`src/rtl/pmic_pkg.sv`:
```
// pmic_pkg: shared channel constants and timer FSM encoding for the PMIC sequencer
package pmic_pkg;
  localparam int N_CH = 5;
  localparam logic [N_CH-1:0] T_NULL = 5'b00000;
  localparam logic [N_CH-1:0] T1 = 5'b00001;
  localparam logic [N_CH-1:0] T2 = 5'b00010;
  localparam logic [N_CH-1:0] T3 = 5'b00100;
  localparam logic [N_CH-1:0] T4 = 5'b01000;
  localparam logic [N_CH-1:0] T5 = 5'b10000;
  typedef enum logic [1:0] {IDLE, COUNT, DONE} tmr_state_t;
endpackage

```
`src/rtl/pmic_seq_timer_if.sv`:
```
// pmic_seq_timer_if: request, config and status signals between sequencer and timer
interface pmic_seq_timer_if #(
  parameter int N_CH = pmic_pkg::N_CH,
  parameter int CNT_W = 16,
  parameter int PRE_W = 8
);
  logic [N_CH-1:0] sel;
  logic ld;
  logic abort;
  logic cfg_we;
  logic [2:0] cfg_addr;
  logic [CNT_W-1:0] cfg_data;
  logic [PRE_W-1:0] prescale;
  logic [N_CH-1:0] T;
  logic busy;
  logic [2:0] active_ch;
  logic err;
  modport master (output sel, ld, abort, cfg_we, cfg_addr, cfg_data, prescale, input T, busy, active_ch, err);
  modport slave (input sel, ld, abort, cfg_we, cfg_addr, cfg_data, prescale, output T, busy, active_ch, err);
endinterface

```
`src/rtl/pmic_prescaler.sv`:
```
// pmic_prescaler: emits one tick every prescale+1 enabled clocks, with synchronous clear
module pmic_prescaler #(
  parameter int PRE_W = 8
) (
  input  logic clk,
  input  logic reset_n,
  input  logic clr,
  input  logic en,
  input  logic [PRE_W-1:0] prescale,
  output logic tick
);
  logic [PRE_W-1:0] cnt;
  assign tick = en && cnt == prescale;
  // count enabled clocks, wrapping on each tick
  always_ff @(posedge clk or negedge reset_n)
    if (!reset_n) cnt <= '0;
    else cnt <= clr ? '0 : en ? (tick ? '0 : cnt + 1'b1) : cnt;
endmodule

```
`src/rtl/pmic_seq_timer.sv`:
```
// pmic_seq_timer: queues one-hot delay requests and times them on one shared prescaled counter
module pmic_seq_timer #(
  parameter int N_CH = pmic_pkg::N_CH,
  parameter int CNT_W = 16,
  parameter int PRE_W = 8,
  parameter logic [CNT_W-1:0] DEF_DLY = 16'd100
) (
  input logic clk,
  input logic reset_n,
  pmic_seq_timer_if.slave bus
);
  pmic_pkg::tmr_state_t state, nxt;
  logic [N_CH-1:0] pend, gnt;
  logic [CNT_W-1:0] dly [N_CH];
  logic [CNT_W-1:0] cnt;
  logic [2:0] idx, act;
  logic tick, onehot, grant, err_q;
  assign onehot = bus.sel != '0 && (bus.sel & (bus.sel - 1'b1)) == '0;
  assign grant = state == pmic_pkg::IDLE && pend != '0 && !bus.abort;
  assign bus.busy = state != pmic_pkg::IDLE;
  assign bus.active_ch = bus.busy ? act : 3'd0;
  assign bus.T = state == pmic_pkg::DONE ? N_CH'(1) << act : '0;
  assign bus.err = err_q;
  pmic_prescaler #(.PRE_W(PRE_W)) u_pre (
    .clk(clk), .reset_n(reset_n), .clr(grant), .en(state == pmic_pkg::COUNT),
    .prescale(bus.prescale), .tick(tick)
  );
  // lowest pending index wins the grant
  always_comb begin
    idx = 3'd0;
    for (int i = N_CH - 1; i >= 0; i--) if (pend[i]) idx = 3'(i);
    gnt = '0;
    gnt[idx] = grant;
  end
  // next state: abort dominates, zero count ends the run
  always_comb begin
    nxt = bus.abort ? pmic_pkg::IDLE
        : state == pmic_pkg::IDLE ? (pend != '0 ? pmic_pkg::COUNT : pmic_pkg::IDLE)
        : state == pmic_pkg::COUNT ? (cnt == '0 ? pmic_pkg::DONE : pmic_pkg::COUNT)
        : pmic_pkg::IDLE;
  end
  // state, pending queue, counter and delay register file
  always_ff @(posedge clk or negedge reset_n)
    if (!reset_n) begin
      state <= pmic_pkg::IDLE;
      pend <= '0;
      cnt <= '0;
      act <= 3'd0;
      err_q <= 1'b0;
      for (int i = 0; i < N_CH; i++) dly[i] <= DEF_DLY;
    end else begin
      state <= nxt;
      err_q <= bus.ld && !onehot && !bus.abort;
      pend <= bus.abort ? '0 : (pend & ~gnt) | (bus.ld && onehot ? bus.sel : '0);
      if (grant) begin
        cnt <= dly[idx];
        act <= idx;
      end else if (state == pmic_pkg::COUNT && tick && cnt != '0) cnt <= cnt - 1'b1;
      if (bus.cfg_we && 32'(bus.cfg_addr) < N_CH) dly[bus.cfg_addr] <= bus.cfg_data;
    end
endmodule

```
`src/flat_wrapper.sv`:
```
// flat-port wrapper written by rule: the top's interface ports become plain ports
module pmic_seq_timer_flat 
#(
  parameter int N_CH = pmic_pkg::N_CH,
  parameter int CNT_W = 16,
  parameter int PRE_W = 8,
  parameter logic [CNT_W-1:0] DEF_DLY = 16'd100
)
  (clk, reset_n, bus_sel, bus_ld, bus_abort, bus_cfg_we, bus_cfg_addr, bus_cfg_data, bus_prescale, bus_T, bus_busy, bus_active_ch, bus_err);
  pmic_seq_timer_if #(.N_CH(N_CH), .CNT_W(CNT_W), .PRE_W(PRE_W)) bus_i ();
  input logic clk;
  input logic reset_n;
  input wire logic [$bits(bus_i.sel)-1:0] bus_sel;
  input wire logic [$bits(bus_i.ld)-1:0] bus_ld;
  input wire logic [$bits(bus_i.abort)-1:0] bus_abort;
  input wire logic [$bits(bus_i.cfg_we)-1:0] bus_cfg_we;
  input wire logic [$bits(bus_i.cfg_addr)-1:0] bus_cfg_addr;
  input wire logic [$bits(bus_i.cfg_data)-1:0] bus_cfg_data;
  input wire logic [$bits(bus_i.prescale)-1:0] bus_prescale;
  output wire logic [$bits(bus_i.T)-1:0] bus_T;
  output wire logic [$bits(bus_i.busy)-1:0] bus_busy;
  output wire logic [$bits(bus_i.active_ch)-1:0] bus_active_ch;
  output wire logic [$bits(bus_i.err)-1:0] bus_err;
  assign bus_i.sel = bus_sel;
  assign bus_i.ld = bus_ld;
  assign bus_i.abort = bus_abort;
  assign bus_i.cfg_we = bus_cfg_we;
  assign bus_i.cfg_addr = bus_cfg_addr;
  assign bus_i.cfg_data = bus_cfg_data;
  assign bus_i.prescale = bus_prescale;
  assign bus_T = bus_i.T;
  assign bus_busy = bus_i.busy;
  assign bus_active_ch = bus_i.active_ch;
  assign bus_err = bus_i.err;
  pmic_seq_timer #(.N_CH(N_CH), .CNT_W(CNT_W), .PRE_W(PRE_W), .DEF_DLY(DEF_DLY)) u_core (.clk(clk), .reset_n(reset_n), .bus(bus_i));
endmodule
```
`config.mk`:
```
export PLATFORM = sky130hd
export DESIGN_NAME = pmic_seq_timer_flat
export DESIGN_NICKNAME = d
export VERILOG_FILES = /design/src/rtl/pmic_pkg.sv /design/src/rtl/pmic_seq_timer_if.sv /design/src/rtl/pmic_prescaler.sv /design/src/rtl/pmic_seq_timer.sv /design/src/flat_wrapper.sv
export SDC_FILE = /design/constraint.sdc
export NUM_CORES = 1
export LEC_CHECK = 0
export CAP_MARGIN = 20
export CORE_MARGIN = 10
export CORE_UTILIZATION = 53
export CTS_CLUSTER_SIZE = 40
export DETAILED_ROUTE_END_ITERATION = 7
export PLACE_DENSITY = 0.84
export SYNTH_ARGS = -nofsm -noshare
export SYNTH_HDL_FRONTEND = slang
export SYNTH_SLANG_ARGS = --single-unit
```
`constraint.sdc`:
```
create_clock -name clk -period 3 [get_ports clk]
set_clock_uncertainty 0.15 [all_clocks]
set_input_delay 0.6 -clock clk [delete_from_list [all_inputs] [get_ports clk]]
set_output_delay 0.6 -clock clk [all_outputs]
set_load 0.02 [all_outputs]
```
==> out/metrics.cfg, run 1 <==
[cts]
cts_setup_buffers=0
clkSlewWorstSetupHoldPaths_ps=50
root_buffer=clkbuf_8
clkSinkCount=115
numCtsBuffers=17
cts_tree=built
clockBufferDepth=2
htreeDepth=4
cts_resized=0
clk_latency_ps=520

[finish]
diodes=0
drive_above_1_share_pct=28.2
final_area_um2=7010
area.growth.synth_to_final_pct=24.0
fill_cells=726
num-nets-final=621

[floorplanning]
coreArea_um2=10400
die_y_um=123
rows=37
io_pins=47
start_util_pct=54.5
fp.dieW_um=123
die_area_um2=15200

[synth]
synth_flop_cell=dfrtp_1
avgSynthCellArea_um2=10.9
synth_edf_count=0
ys_seq_area_share_pct=51.2
synth.ff_latch_count=115
synth_cells=517
syn-num-nets=556
synth.distinct_cells=57
ys.warnings.count=0
netlist_area_um2=5650
async_flop_share_pct=100

[critical_path]
required_ps=3190
end_kind=flop
path_class=flop to flop
cp.arrival_ps=2980
crit_chain=inv_1, ha_1, or4b_2, nor4_1, buf_4, or4_1, nor3_1, xnor2_1, a21oi_1
cp-start-kind=flop
slowest_delay_ps=590
cp_slowest_cell=or4b_2
path_max_fanout=11

[power]
swShare_pct=26.4
ir_drop_mv=0.463
p_sw_w=0.00137
power.density_nw_per_um2=737
power.internal_w=0.00380
power_frac_comb_pct=16.8
p_leak_nw=2.88
pwr-share-seq_pct=43.4
clkPwrFrac_pct=39.8

[placement]
hpwl_um=9310
gp_congestion=0.852
placed_area_um2=6390
port_buffers=46

[sta]
fin_setup_tns_ps=0
period_share_pct=92.8
hold_viol=0
max_freq_mhz=359
worstMarginPinSlew_ps=966
min_period_ps=2780
maxSlewViolCount=0
maxSlewHeadroom_pct=35.6
setup_viol=0
hold_slack_ps=353
rsz0062_at_grt=false

[global_routing]
grt_first_pass_wirelength_um=24400
first_global_vias=4775
antenna_found_initial=0
grt_max_degree=52
grtUsageTotal_pct=20.4
gr-total-overflow=0

[detailed_routing]
num_vias=4583
routedWlPerCell_um=20.3
routed_wl_um=14800
route.antenna.remaining_nets=0
via_per_inst=6.27
drtIter0Drc=365
drc=0
drt_first_pass_iters=5

[flow_run]
drv_cap=0

[status]
status=complete, no violations

[min_path]
hold_class=flop to flop

[power groups by stage]
stage | clock (W) | combinational (W) | sequential, W
2_1_floorplan | 0 | 0.000602 | 0.00216
3_3_place_gp | 0 | 0.000794 | 0.00221
3_5_place_dp | 0 | 0.000844 | 0.00224
4_1_cts | 0.00207 | 0.000867 | 0.00223
5_1_grt | 0.00216 | 0.000961 | 0.00228
6_report | 0.00206 | 0.000866 | 0.00224
[layout by cell type (no fill, tap or decap), types with 8 or more instances in the layout]
master / netlist / final
nor3_1: 10 / 8
nand2b_1: 10 / 10
clkbuf_16: 0 / 16
nor2_1: 16 / 16
a21oi_1: 33 / 33
dfrtp_1: 100 / 100
dfstp_2: 15 / 15
nand3_1: 20 / 20
clkdlybuf4s50_1: 0 / 45
o21ai_0: 32 / 32
buf_4: 0 / 24
xnor2_1: 11 / 11
nand2_1: 60 / 60
mux2_2: 81 / 81
[path summary, 6_finish.rpt]
kind / from / end / slack (ps) / depth (start not counted)
worst max-delay path: u_core.cnt[0] / u_core.cnt[14] / 220 / 9
min in group asynchronous: reset_n / u_core.u_pre.cnt[0] / 490 / 2
worst min register to register: u_core.dly[17] / u_core.dly[17] / 350 / 1
worst max register to register: u_core.cnt[0] / u_core.cnt[14] / 220 / 9
max in group asynchronous: reset_n / u_core.dly[2] / 1440 / 3
worst min-delay path: u_core.dly[17] / u_core.dly[17] / 350 / 1
[logic make-up (layout without fill, tap and decap cells)]
logic type               Yosys count  count (layout)  share of synthesized area, %
buffers and inverters             31             109                          2.21
adder cells (fa/ha/maj)            2               2                         0.443
multiplexers                      88              88                          17.6
AND/OR/NAND/NOR                  160             160                          14.4
XOR/XNOR                          17              17                          2.63
AO/OA/AOI/OAI                    104             104                          11.4
flip-flops                       115             115                          51.2
[state kept, by name (all words and copies together), names as in the netlist]
register	flops
u_core.dly	80
u_core.cnt	16
u_core.u_pre.cnt	8
u_core.pend	5
u_core.act	3
u_core.state	2
u_core.bus.err	1
[layout make-up]
| cell class | instances | area [µm²] | share of cell area (%) |
|---|---|---|---|
| inverters | 6 | 22.5 | 0.321 |
| clock buffers | 21 | 449 | 6.41 |
| well taps | 136 | 170 | 2.43 |
| clock inverters | 11 | 158 | 2.25 |
| multi-input cells | 371 | 2660 | 37.9 |
| flip-flops and latches | 115 | 2900 | 41.3 |
| repair buffers | 71 | 661 | 9.42 |
[through the flow]
| stage | std cells | setup slack (ps) | util, % | total power, W |
|---|---|---|---|---|
| after detailed placement | 698 | 70.3 | 61.7 | 0.00309 |
| after CTS | 731 | 199 | 67.6 | 0.00517 |
| final | 731 | 215 | 67.6 | 0.00517 |
| after global placement | 698 | 139 | 61.7 | 0.00300 |
| after global routing | 731 | 111 | 67.6 | 0.00540 |
| after floorplan | 517 | 422 | - | 0.00276 |
[cell usage after synthesis (all sizes together), types with 7 or more instances]
| cell type | number | share of area, % |
|---|---|---|
| nand2 | 60 | 4.0 |
| clkbuf | 21 | 1.4 |
| mux2 | 81 | 16 |
| o21ai | 33 | 2.9 |
| nor3 | 10 | 0.89 |
| nor2 | 16 | 1.1 |
| a21oi | 34 | 3.1 |
| or4 | 7 | 1.0 |
| dfrtp | 100 | 44 |
| xnor2 | 11 | 1.7 |
| nand3 | 20 | 1.8 |
| dfstp | 15 | 7.0 |
| nand2b | 10 | 1.1 |
[layer usage]
layer	track usage, %	up-vias	part of all wire [%]
met5	0	-	0
met4	8.95	0	2.9
li1	-	2020	-
met1	24.1	2304	40
met3	5.15	48	6.8
met2	34.4	211	50
[worst max-delay path: cells and delay by family, from the launching register on]
kind                     cells  cell delay (ps)
flip-flops                   1              370
buffers and inverters        2              260
AO/OA/AOI/OAI                1              110
XOR/XNOR                     1              230
adder cells (fa/ha/maj)      1              210
AND/OR/NAND/NOR              4             1280
[timing repair]
item	CTS	global route
endpoints found under the hold margin	44	0
endpoints found under the setup margin	0	0
hold buffers	1	0
Power figures use the tool's default switching activity.
==> inputs of run 2 (changes only) <==
PLACE_DENSITY = 0.74   (was 0.84)
RECOVER_POWER = 25   (was unset)
SYNTH_HIERARCHICAL = 1   (was unset)
==> run 2 against run 1 <==
Against the previous run: setup slack worse by 46 ps; clock power grew 8%; register-to-register slack gained 320 ps; maximum frequency is 1.6% lower; non-clock buffer count fell by 3; flip-flop and latch count stayed put; global-route usage decreased by 2.0 points; design area grew 2.1%; clock-buffer cell count grew 2; largest power group unchanged.
==> out/metrics.cfg, run 2 <==
[finish]
reg.largest.list=u_core/dly (80), u_core/cnt (16), u_core/u_pre/cnt (8)
diodes=0
mostFrequentLayoutCell=dfrtp_1
drive_above_1_share_pct=30.1
regMostFlops=u_core/dly
largest_reg_flops=80
final_cell_mix=dfrtp_1 (100), mux2_2 (86), clkdlybuf4s50_1 (42), nand2_1 (34), nor2_1 (27)
area.growth.synth_to_final_pct=23.1
num-nets-final=608
post-route-util_pct=66.3

[synth]
ys_seq_area_share_pct=49.8
synth.ff_latch_count=115
async_flop_share_pct=100
synthTopCellsByArea=dfrtp_1 (43%), mux2_2 (17%), dfstp_2 (6.8%), xnor2_1 (3.2%), nand2_1 (2.2%)
netlist_area_um2=5810
synth_top_area_share_pct=43.1
yosys.cell_count.top_type=dfrtp_1
synth.largest_area_cell=dfrtp_1
synth_cells=506
synth.distinct_cells=65
synthTopCellsByCount=dfrtp_1 (100), mux2_2 (86), nand2_1 (34)
syn-num-nets=546
synth_edf_count=0
synth_flop_cell=dfrtp_1
avgSynthCellArea_um2=11.5
ys.warnings.count=6

[status]
status=complete, no violations

[sta]
fin_setup_tns_ps=0
hold_viol=0
max_freq_mhz=353
setup_viol=0
maxSlewViolCount=0
hold_slack_ps=351
period_share_pct=94.4
rsz0062_at_grt=false
min_period_ps=2830
maxSlewHeadroom_pct=11.1
worstMarginPinSlew_ps=1330

[cts]
cts_tree=built
clockBufferDepth=2
cts_setup_buffers=0
clkSinkCount=115
numCtsBuffers=17
root_buffer=clkbuf_8
htreeDepth=4
clk_latency_ps=520
clkSlewWorstSetupHoldPaths_ps=60

[detailed_routing]
drc=0
routed_wl_um=14100
num_vias=4389
via_per_inst=6.09
drt_first_pass_iters=6
routedWlPerCell_um=19.6
route.antenna.remaining_nets=0
drtIter0Drc=348

[critical_path]
cp-start-kind=flop
reg2reg_to=u_core/cnt[3]
rr_startpoint=u_core/pend[0]
rrSetupSlack_ps=540
path_class=flop to output pin
end_kind=output pin
cp_slowest_cell=clkdlybuf4s50_1
slowest_delay_ps=540
ff2ff_path_depth=5
path_max_fanout=10
crit_path_end=bus_active_ch[0]
required_ps=2250
cp.arrival_ps=2080
crit_chain=or2_2, and2_1, clkdlybuf4s50_1
critPathLaunch=u_core/state[0]

[floorplanning]
coreArea_um2=10800
io_pins=47
start_util_pct=53.8
rows=38
fp.dieW_um=125
die_y_um=125
die_area_um2=15600

[flow_run]
drv_cap=0

[placement]
hpwl_um=9710
gp_congestion=0.899
port_buffers=46

[power]
power.density_nw_per_um2=751
p_leak_nw=2.94
ir_drop_mv=0.451

[min_path]
hp-start=u_core/dly[8]
hold_class=flop to flop

[global_routing]
antenna_found_initial=0
grt_first_pass_wirelength_um=23600
gr-total-overflow=0
grt_max_degree=57
grtUsageTotal_pct=18.3
first_global_vias=4547

==> run 2: changes by cell type in the layout (fill, tap and decap cells not counted), sizes merged, moves of 9 or more <==
| cell | before | now |
|---|---|---|
| nand3 | 20 | 4 |
| xnor2 | 11 | 21 |
| o22ai | 1 | 10 |
| o21ai | 33 | 22 |
| a21oi | 34 | 18 |
| nand2 | 60 | 34 |
| nor3 | 10 | 20 |
| nor2 | 16 | 27 |
==> run 2: metrics by stage <==
step	instances	setup slack [ps]	cell area [µm²]	power [W]
floorplan	506	334	5810	0.00286
global placement	688	72.3	6500	0.00311
detailed placement	688	48.0	6500	0.00316
CTS	721	144	7170	0.00540
global route	721	81.3	7160	0.00562
finish	721	169	7160	0.00538
==> run 2: power by group <==
part	internal [W]	switching, W
Sequential	0.00196	0.000277
Clock	0.00154	0.000678
Combinational	0.000508	0.000418
==> run 2: logic make-up after synthesis <==
family	count (synthesis)	synth area share, %
multiplexers	94	18.5
adder cells (fa/ha/maj)	3	0.646
AND/OR/NAND/NOR	135	12.9
flip-flops	115	49.8
XOR/XNOR	27	4.07
AO/OA/AOI/OAI	96	11.3
buffers and inverters	36	2.71
==> run 2: how the worst min path moves through the flow <==
stage / to / slack [ps] / cells after the start
floorplan: u_core/act[0] / 150 / 0
global placement: u_core/dly[31] / 330 / 1
detailed placement: u_core/dly[47] / 340 / 1
CTS: u_core/dly[1] / 350 / 1
global route: u_core/dly[12] / 360 / 1
finish: u_core/dly[8] / 350 / 1
==> run 2: layer usage <==
metal,GRT usage (%),vias up,routed length [µm]
met4,5.89,0,214
met1,23.3,2254,6290
met3,4.13,27,770
li1,-,1986,-
met5,0,-,0
met2,30.2,122,6860
==> run 2: area by class of cell <==
class	count	area [µm²]
fillers	803	3640
flip-flops and latches	115	2900
multi-input cells	355	2760
repair buffers	68	621
clock buffers	23	487
well taps	140	175
clock inverters	9	174
inverters	11	41.3
==> run 2: repair_timing <==
| action | 4_1_cts | 5_1_grt |
|---|---|---|
| hold endpoints to repair | 32 | 0 |
| resized for setup | 2 | 0 |
| hold buffers | 1 | 0 |
| endpoints found under the setup margin | 2 | 0 |
==> run 2: worst max-delay path, delay by kind of cell, from the launching register on <==
| family | cells | cell delay, ps |
|---|---|---|
| buffers and inverters | 1 | 540 |
| DFF | 1 | 420 |
| and+or+nand+nor | 2 | 600 |
==> inputs of run 3 (changes only) <==
RECOVER_POWER = 100   (was 25)
==> run 3 against run 2 <==
Against the previous run: critical path depth did not move; power decreased by 0.41%; non-clock buffer count stayed put; sequential share of layout area grew 0.47 points; sequential power about the same; critical path type unchanged; largest cell class unchanged.
==> out/metrics.cfg, run 3 (synthesized netlist as in run 2, its figures left out) <==
[detailed_routing]
routedWlPerCell_um=19.6
drt_first_pass_iters=4
route.antenna.remaining_nets=0
drtIter0Drc=308
via_per_inst=6.13
drc=0
routed_wl_um=14100
num_vias=4417

[global_routing]
grt_max_degree=57
first_global_vias=4547
gr-total-overflow=0
antenna_found_initial=0
grt_first_pass_wirelength_um=23600
busiest_layer=met2
met3_usage_pct=4.13
grtUsageTotal_pct=18.3
grtUsageMet1_pct=23.3
met2_usage_pct=30.2

[cts]
root_buffer=clkbuf_8
cts_tree=built
clockBufferDepth=2
htreeDepth=4
clkSlewWorstSetupHoldPaths_ps=60
cts_setup_buffers=0
clkSinkCount=115
numCtsBuffers=17
clk_latency_ps=520

[floorplanning]
coreArea_um2=10800
io_pins=47
rows=38
fp.dieW_um=125
die_y_um=125
die_area_um2=15600
start_util_pct=53.8

[finish]
diodes=0
final_area_um2=7080
drive_above_1_share_pct=27.5
regMostFlops=u_core/dly
final_cell_mix=dfrtp_1 (100), mux2_2 (86), clkdlybuf4s50_1 (34), nand2_1 (34), nor2_1 (27)
seqCellArea_um2=2900
reg.largest.list=u_core/dly (80), u_core/cnt (16), u_core/u_pre/cnt (8)
area.growth.synth_to_final_pct=21.7
mostFrequentLayoutCell=dfrtp_1
multi_input_area_um2=2700
fill_cells=824
num-nets-final=608
largest_reg_flops=80

[placement]
hpwl_um=9710
gp_congestion=0.899
placed_area_um2=6500
port_buffers=46

[critical_path]
path_class=flop to output pin
rr_startpoint=u_core/pend[0]
critPathTopFamily=simple AND/OR/NAND/NOR gates
crit_chain=or2_2, and2_0, clkdlybuf4s50_1
path_max_fanout=10
reg2reg_to=u_core/u_pre/cnt[7]
cp-start-kind=flop
slowest_delay_ps=540
required_ps=2250
critPathBufInv=1
cp_slowest_cell=clkdlybuf4s50_1
cp.arrival_ps=2070
rrSetupSlack_ps=340
end_kind=output pin
ff2ff_path_depth=7

[status]
status=complete, no violations

[power]
totalPowerFinal_w=0.00535
p_leak_nw=2.90
power.density_nw_per_um2=757
ir_drop_mv=0.451

[sta]
min_period_ps=2820
setup_viol=0
hold_viol=0
rsz0062_at_grt=false
max_freq_mhz=354
maxSlewViolCount=0
fin_setup_tns_ps=0
period_share_pct=94.1
worstMarginPinSlew_ps=1420
maxSlewHeadroom_pct=5.41

[min_path]
hp-start=u_core/dly[47]
hold_class=flop to flop
holdPathStages=1
hold_end=u_core/dly[47]

[flow_run]
drv_cap=0

==> run 3: how the worst max path moves through the flow <==
stage / start / slack (ps) / depth (start not counted) / to
after floorplan: bus_prescale[0] / 330 / 9 / u_core/cnt[13]
after global placement: bus_prescale[0] / 70 / 9 / u_core/cnt[13]
after detailed placement: bus_prescale[2] / 50 / 9 / u_core/cnt[13]
after CTS: u_core/state[0] / 140 / 3 / bus_active_ch[0]
after global routing: u_core/state[1] / 70 / 4 / bus_T[1]
final: u_core/state[0] / 180 / 3 / bus_active_ch[0]
==> run 3: layout make-up <==
type / count / area share [%]
Tap cell: 140 / 2.48
Clock inverter: 9 / 2.46
Sequential cell: 115 / 40.9
Inverter: 11 / 0.584
Clock buffer: 23 / 6.88
Timing Repair Buffer: 68 / 8.45
Multi-Input combinational cell: 355 / 38.2
==> run 3: per-stage QoR <==
step | util, % | cells | hold slack, ps | setup WS (ps)
final | 65.6 | 721 | 349 | 177
after global routing | 65.6 | 721 | 359 | 72.4
after CTS | 66.5 | 721 | 352 | 144
after detailed placement | 60.3 | 688 | 340 | 48.0
after global placement | 60.3 | 688 | 333 | 72.3
after floorplan | - | 506 | 154 | 334
==> run 3: where the power goes <==
group	switching [W]	internal, W
logic	0.000407	0.000502
clock network	0.000674	0.00154
registers	0.000275	0.00195
==> run 3: worst reg2reg max path: stages (launching register included) <==
cell       delay (ps)
dfrtp_1           470
or4_1             610
o21ai_0           300
inv_2             240
o2111ai_1         390
nor3_1            130
xnor2_1           190
nor3_2             50
==> run 3: timing repair <==
item,CTS,global route
resized for setup,2,0
hold buffers,1,0
setup endpoints to repair,2,0
endpoints found under the hold margin,32,0
==> run 3: metal layers <==
layer	share of wire [%]	up-vias
li1	-	1987
met1	44	2268
met2	49	145
met3	5.6	17
met4	1.4	0
met5	0	-
